--- src/rtl/lsu_unaligned.sv ---
// -----------------------------------------------------------------------------
// lsu_unaligned
//
// Load/store unit between the core datapath and the data-memory bus port.
// Accepts byte/half/word (and double on 64-bit buses) accesses at any byte
// address. It produces aligned bus addresses, byte enables and lane-shifted
// store data. Load data is reassembled and sign/zero-extended before it is
// returned, so the core's MemtoReg path gets a finished value.
//
// Build option:
//   LSU_SPLIT_ACCESS_EN  defined   : an access that crosses a bus-word boundary
//                                    becomes two back-to-back bus transactions.
//                        undefined : any access whose offset is not a multiple
//                                    of its size completes with resp_err and
//                                    makes no bus request.
//
// Parameters:
//   DATA_W  bus/register width, 32 or 64
//   ADDR_W  byte address width
//
// Ports:
//   clk, res (async, active-low)
//   req_valid/req_ready/req_we/req_size/req_signed/req_adr/req_wdata : core request
//   resp_valid/resp_rdata/resp_err                                    : core response
//   data_req/data_gnt/data_adr/data_we/data_be/data_wdata             : bus request
//   data_rdata/data_r_valid                                           : bus response
// -----------------------------------------------------------------------------
module lsu_unaligned #(
    parameter int DATA_W = 32,
    parameter int ADDR_W = 32
) (
    input  logic                  clk,
    input  logic                  res,
    input  logic                  req_valid,
    output logic                  req_ready,
    input  logic                  req_we,
    input  logic [1:0]            req_size,
    input  logic                  req_signed,
    input  logic [ADDR_W-1:0]     req_adr,
    input  logic [DATA_W-1:0]     req_wdata,
    output logic                  resp_valid,
    output logic [DATA_W-1:0]     resp_rdata,
    output logic                  resp_err,
    output logic                  data_req,
    input  logic                  data_gnt,
    output logic [ADDR_W-1:0]     data_adr,
    output logic                  data_we,
    output logic [DATA_W/8-1:0]   data_be,
    output logic [DATA_W-1:0]     data_wdata,
    input  logic [DATA_W-1:0]     data_rdata,
    input  logic                  data_r_valid
);

    localparam int NB     = DATA_W / 8;
    localparam int LOG_NB = $clog2(NB);

    typedef enum logic [2:0] {
        IDLE  = 3'd0,
        REQ0  = 3'd1,
        WAIT0 = 3'd2,
        REQ1  = 3'd3,
        WAIT1 = 3'd4,
        RESP  = 3'd5
    } state_t;

    state_t state, state_nxt;

    // Sign/zero extension of the low (1<<size) bytes. A full-width access
    // keeps every byte, so it comes back unextended.
    function automatic logic [DATA_W-1:0] extend_load(
        input logic [DATA_W-1:0] raw,
        input logic [1:0]        size,
        input logic              sgn
    );
        logic [DATA_W-1:0] r;
        logic              s;
        int                nbytes;
        nbytes = 1 << size;
        case (size)
            2'd0:    s = raw[7];
            2'd1:    s = raw[15];
            2'd2:    s = raw[31];
            default: s = raw[DATA_W-1];
        endcase
        for (int i = 0; i < NB; i++) begin
            r[8*i +: 8] = (i < nbytes) ? raw[8*i +: 8] : {8{s & sgn}};
        end
        return r;
    endfunction

    // ---------------- request decode (IDLE) ----------------
    logic              ready_q;
    logic              accept;
    logic [LOG_NB-1:0] req_off;
    logic [3:0]        req_n;
    logic              size_bad;
    logic              req_err;

    assign req_ready = ready_q && (state == IDLE);
    assign accept    = req_valid && req_ready;
    assign req_off   = req_adr[LOG_NB-1:0];
    assign req_n     = 4'(1) << req_size;
    assign size_bad  = (req_size == 2'd3) && (DATA_W == 32);

`ifdef LSU_SPLIT_ACCESS_EN
    logic [4:0] off_plus_n;
    logic       req_split;
    assign off_plus_n = 5'(req_off) + 5'(req_n);
    assign req_split  = off_plus_n > 5'(NB);
    assign req_err    = size_bad;
`else
    logic misaligned;
    assign misaligned = (4'(req_off) & (req_n - 4'd1)) != 4'd0;
    assign req_err    = size_bad || misaligned;
`endif

    // ---------------- captured request / beats ----------------
    logic                we_q;
    logic [1:0]          size_q;
    logic                sgn_q;
    logic                err_q;
    logic [LOG_NB-1:0]   off_q;
    logic [ADDR_W-1:0]   base_q;
    logic [DATA_W-1:0]   wdata_q;
    logic [DATA_W-1:0]   beat0_q;
`ifdef LSU_SPLIT_ACCESS_EN
    logic                split_q;
    logic [DATA_W-1:0]   beat1_q;
`endif

    always_ff @(posedge clk or negedge res) begin
        if (!res) begin
            state   <= IDLE;
            ready_q <= 1'b0;
            we_q    <= 1'b0;
            size_q  <= 2'd0;
            sgn_q   <= 1'b0;
            err_q   <= 1'b0;
`ifdef LSU_SPLIT_ACCESS_EN
            split_q <= 1'b0;
`endif
        end else begin
            state   <= state_nxt;
            ready_q <= 1'b1;
            if (accept) begin
                we_q    <= req_we;
                size_q  <= req_size;
                sgn_q   <= req_signed;
                err_q   <= req_err;
`ifdef LSU_SPLIT_ACCESS_EN
                split_q <= req_split;
`endif
            end
        end
    end

    // Datapath registers carry no reset: every use is qualified by FSM state.
    always_ff @(posedge clk) begin
        if (accept) begin
            off_q   <= req_off;
            base_q  <= req_adr & ~ADDR_W'(NB - 1);
            wdata_q <= req_wdata;
        end
        if (state == WAIT0 && data_r_valid) beat0_q <= data_rdata;
`ifdef LSU_SPLIT_ACCESS_EN
        if (state == WAIT1 && data_r_valid) beat1_q <= data_rdata;
`endif
    end

    // ---------------- lane steering ----------------
    logic [3:0]        n_q;
    logic [2*NB-1:0]   mask_wide;
    logic [DATA_W-1:0] rd_raw;

    assign n_q       = 4'(1) << size_q;
    assign mask_wide = ((2*NB)'(1) << n_q) - (2*NB)'(1);

`ifdef LSU_SPLIT_ACCESS_EN
    logic [LOG_NB:0]   be_sh1;
    logic [LOG_NB+3:0] wd_sh1;
    assign be_sh1 = (LOG_NB+1)'(NB) - {1'b0, off_q};
    assign wd_sh1 = (LOG_NB+4)'(DATA_W) - {1'b0, off_q, 3'b000};
    // Bytes past the first beat come from the low lanes of beat1.
    assign rd_raw = DATA_W'({beat1_q, beat0_q} >> {off_q, 3'b000});
`else
    assign rd_raw = beat0_q >> {off_q, 3'b000};
`endif

    // ---------------- next state / outputs ----------------
    always_comb begin
        state_nxt  = state;
        data_req   = 1'b0;
        data_adr   = '0;
        data_we    = 1'b0;
        data_be    = '0;
        data_wdata = '0;
        resp_valid = 1'b0;
        resp_err   = 1'b0;
        resp_rdata = '0;
        case (state)
            IDLE: begin
                if (accept) state_nxt = req_err ? RESP : REQ0;
            end
            REQ0: begin
                data_req   = 1'b1;
                data_adr   = base_q;
                data_we    = we_q;
                data_be    = NB'(mask_wide << off_q);
                data_wdata = wdata_q << {off_q, 3'b000};
                if (data_gnt) state_nxt = WAIT0;
            end
            WAIT0: begin
`ifdef LSU_SPLIT_ACCESS_EN
                if (data_r_valid) state_nxt = split_q ? REQ1 : RESP;
`else
                if (data_r_valid) state_nxt = RESP;
`endif
            end
`ifdef LSU_SPLIT_ACCESS_EN
            REQ1: begin
                data_req   = 1'b1;
                data_adr   = base_q + ADDR_W'(NB);
                data_we    = we_q;
                data_be    = NB'(mask_wide >> be_sh1);
                data_wdata = wdata_q >> wd_sh1;
                if (data_gnt) state_nxt = WAIT1;
            end
            WAIT1: begin
                if (data_r_valid) state_nxt = RESP;
            end
`endif
            RESP: begin
                resp_valid = 1'b1;
                resp_err   = err_q;
                if (!err_q && !we_q) resp_rdata = extend_load(rd_raw, size_q, sgn_q);
                state_nxt  = IDLE;
            end
            default: state_nxt = IDLE;
        endcase
    end

endmodule

--- config.mk ---
export PLATFORM = sky130hd
export DESIGN_NAME = lsu_unaligned
export DESIGN_NICKNAME = d
export VERILOG_FILES = /design/src/rtl/lsu_unaligned.sv
export SDC_FILE = /design/constraint.sdc
export NUM_CORES = 1
export LEC_CHECK = 0
export ABC_AREA = 1
export ABC_CLOCK_PERIOD_IN_PS = 4800
export CAP_MARGIN = 20
export CORE_AREA = 2 2 115 117
export DETAILED_ROUTE_END_ITERATION = 7
export DIE_AREA = 0 0 117 119
export PLACE_DENSITY = 0.86
export SYNTH_ARGS = -nofsm -noshare
export SYNTH_HDL_FRONTEND = slang
export SYNTH_SLANG_ARGS = --single-unit
--- constraint.sdc ---
create_clock -name clk -period 4.8 [get_ports clk]
set_input_delay 0.96 -clock clk [delete_from_list [all_inputs] [get_ports clk]]
set_output_delay 0.96 -clock clk [all_outputs]
set_load 0.005 [all_outputs]
==> metrics.yaml <==
detailed_routing:
  via_count: 4263
  ant_nets: 0
  vias_per_cell: 4.86
  dr.pass1.iters: 5
  wl_mm: 13.7
  drc: 0
  wl_per_cell_um: 15.7
  dr.first_iter.drc_count: 264
yosys:
  netlist_area_sq_um: 5000
  yosysSeqAreaShare_pct: 62.1
  synth_flop_cell: "edfxtp_1"
  synth_cells: 498
  synth_top_area_share_pct: 57.6
  synth_warnings: 0
  synth_most_common_cell: "edfxtp_1"
  syn_avg_cell_area_sq_um: 10.0
  synth_edf_count: 96
  synth_area_leaders: "edfxtp_1 58%, nand2_1 6.5%, o21ai_0 5.6%"
  async_flop_share_pct: 8.57
  ys_types: 30
  synth-seq-cells: 105
  yosysTopAreaCell: "edfxtp_1"
  yosys-top-cells-count: "96 x edfxtp_1, 87 x nand2_1, 73 x nor2_1"
cells_and_area:
  drive_above_1_share_pct: 6.29
  fill_cells: 1072
  fin_area_sq_um: 7480
  multiInputGateArea_sq_um: 1520
  register_area_sq_um: 3110
  nets: 801
  area_growth_pct: 49.6
clocking:
  cts_tree: "done"
  ctsResizeCount: 0
  h-tree-depth: 3
  cts.reportedPaths.clkPinSlew_ns: 0.07
  cts_setup_buffers: 0
  cts_made_buffers: 9
  cts_num_sinks: 105
  max-clock-path-buffers: 2
  hold_buffers: 0
  cts-root-buf: "clkbuf_16"
  clk_latency_ns: 0.35
pwr:
  internal_power_mw: 2.09
  p_sw_mw: 0.996
  powerDensity_nw_per_um2: 413
  seq_power_share_pct: 40.1
  totalPowerFinal_mw: 3.09
  p_leak_nw: 2.85
  clkPwrFrac_pct: 23.7
  vdd_drop_max_uv: 266
  power_frac_comb_pct: 36.2
  netSwitchingFraction_pct: 32.3
worst_setup_path:
  reg2regPathDepth: 6
  cp.arrival_ns: 2.80
  cp-start-kind: "flip-flop"
  crit_required_ns: 3.84
  worstPathMaxFanout: 30
  worst-setup-path-type: "reg2out"
  end_kind: "output pin"
die:
  dieWidth_um: 117
  num_rows: 42
  start_util_pct: 38.9
  ios: 210
  dieArea_sq_um: 13900
  core-area_sq_um: 12900
  die_h_um: 119
grt:
  met3_usage_pct: 8.19
  grt_overflow: 0
  grt_pass1_wl_mm: 20.7
  use_met2_pct: 32.4
  grt_max_degree: 48
  grt_use_total_pct: 19.7
  grt_antenna_before_repair: 1
  grt-busiest-layer: "met2"
  use_met1_pct: 23.1
  grt_pass1_vias: 4062
run:
  max_cap_viol_count: 0
sta:
  slew_headroom_pct: 39.4
  maxSlewViolCount: 0
  clock_skew_ns: 0.00621
  final.setup.tns_ns: 0
  worst_pin_slew_ns: 0.907
  finalHoldViolCount: 0
  fin_crit_ns: 3.76
  max_freq_mhz: 266
  fin_crit_sh_pct: 78.3
  setup_viol: 0
  grt_setup_unrepaired: "false"
run_status:
  outcome: "complete, no violations"
placed_design:
  place_area_sq_um: 7190
  portBuffers: 207
  dp_hpwl_mm: 10.2
  gp_congestion: 0.824
min_path:
  min_path_cells: 2
  min_path_type: "reg2reg"
[final timing paths]
check | from | endpoint | slack (ns)
worst max-delay path | off_q[1] | resp_rdata[10] | 1.04
worst min-delay path | state[1] | state[2] | 0.57
worst max register to register | state[0] | wdata_q[11] | 2.33
worst min register to register | state[1] | state[2] | 0.57
max in group asynchronous | res | state[2] | 3.61
min in group asynchronous | res | state[0] | 0.91
[area by class of cell]
class                           instances  share of cell area (%)
Tap cell                              176                    2.94
Timing Repair Buffer                  214                    28.4
Clock inverter                          5                   0.819
Clock buffer                           10                    3.06
Multi-Input combinational cell        308                    20.3
Inverter                               58                    2.94
Antenna cell                            2                  0.0669
Sequential cell                       105                    41.5
[power by group through the flow]
stage	combinational (mW)	clock (mW)	sequential [mW]
final	1.12	0.733	1.24
after global routing	1.22	0.789	1.25
after CTS	1.13	0.749	1.24
after detailed placement	1.12	0	1.25
after global placement	1.11	0	1.25
after floorplan	0.563	0	1.22
[per-stage QoR]
step           worst slack, ns  hold WS (ns)  util [%]  std cells
2_1_floorplan            0.246         0.464         -        499
3_3_place_gp              1.44         0.525      55.8        861
3_5_place_dp              1.35         0.536      55.8        861
4_1_cts                  0.960         0.574      58.1        876
5_1_grt                  0.740         0.590      58.1        876
6_report                  1.04         0.566      58.1        878
[cells in the final DEF (no fill, tap or decap), types with 3 or more instances in the layout]
cell,instances
nand3_1,8
buf_4,7
inv_2,4
o22ai_1,16
o21ai_0,56
or2_2,9
dfrtp_1,9
conb_1,3
inv_1,52
a31oi_1,3
a21oi_1,25
nor2_1,73
mux2i_1,15
nand2_1,87
edfxtp_1,96
clkbuf_16,9
clkdlybuf4s50_1,207
inv_6,3
[layer usage]
layer  vias up  wire length, um
li1       2072                -
met1      1991             5400
met2       182             6770
met3        18             1290
met4         0              286
met5         -                0
[logic make-up (layout without fill, tap and decap cells)]
kind of cell / Yosys count / in the layout / synth area share (%)
other: 2 / 5 / 0.150
buffers and inverters: 86 / 287 / 7.75
DFF: 105 / 105 / 62.1
AOI/OAI and AO/OA: 102 / 102 / 10.9
muxes: 15 / 15 / 3.00
and+or+nand+nor: 188 / 188 / 16.1
[sequential cells by signal (all words and copies together) (netlist names)]
name and flops:
ready_q 1, err_q 1, size_q 2, off_q 2, sgn_q 1, state 3, we_q 1, wdata_q 32
base_q 30, beat0_q 32
[worst max-delay path, cell delays in order, from the launching register on]
cell and delay (ns):
edfxtp_1 0.36, buf_4 0.23, inv_2 0.34, nand3_1 0.18
nand2_1 0.12, nand2_1 0.05, o21ai_0 0.14, nand2_1 0.24
nor2_1 0.24, clkdlybuf4s50_1 0.53
(Power assumes the default switching activity.)
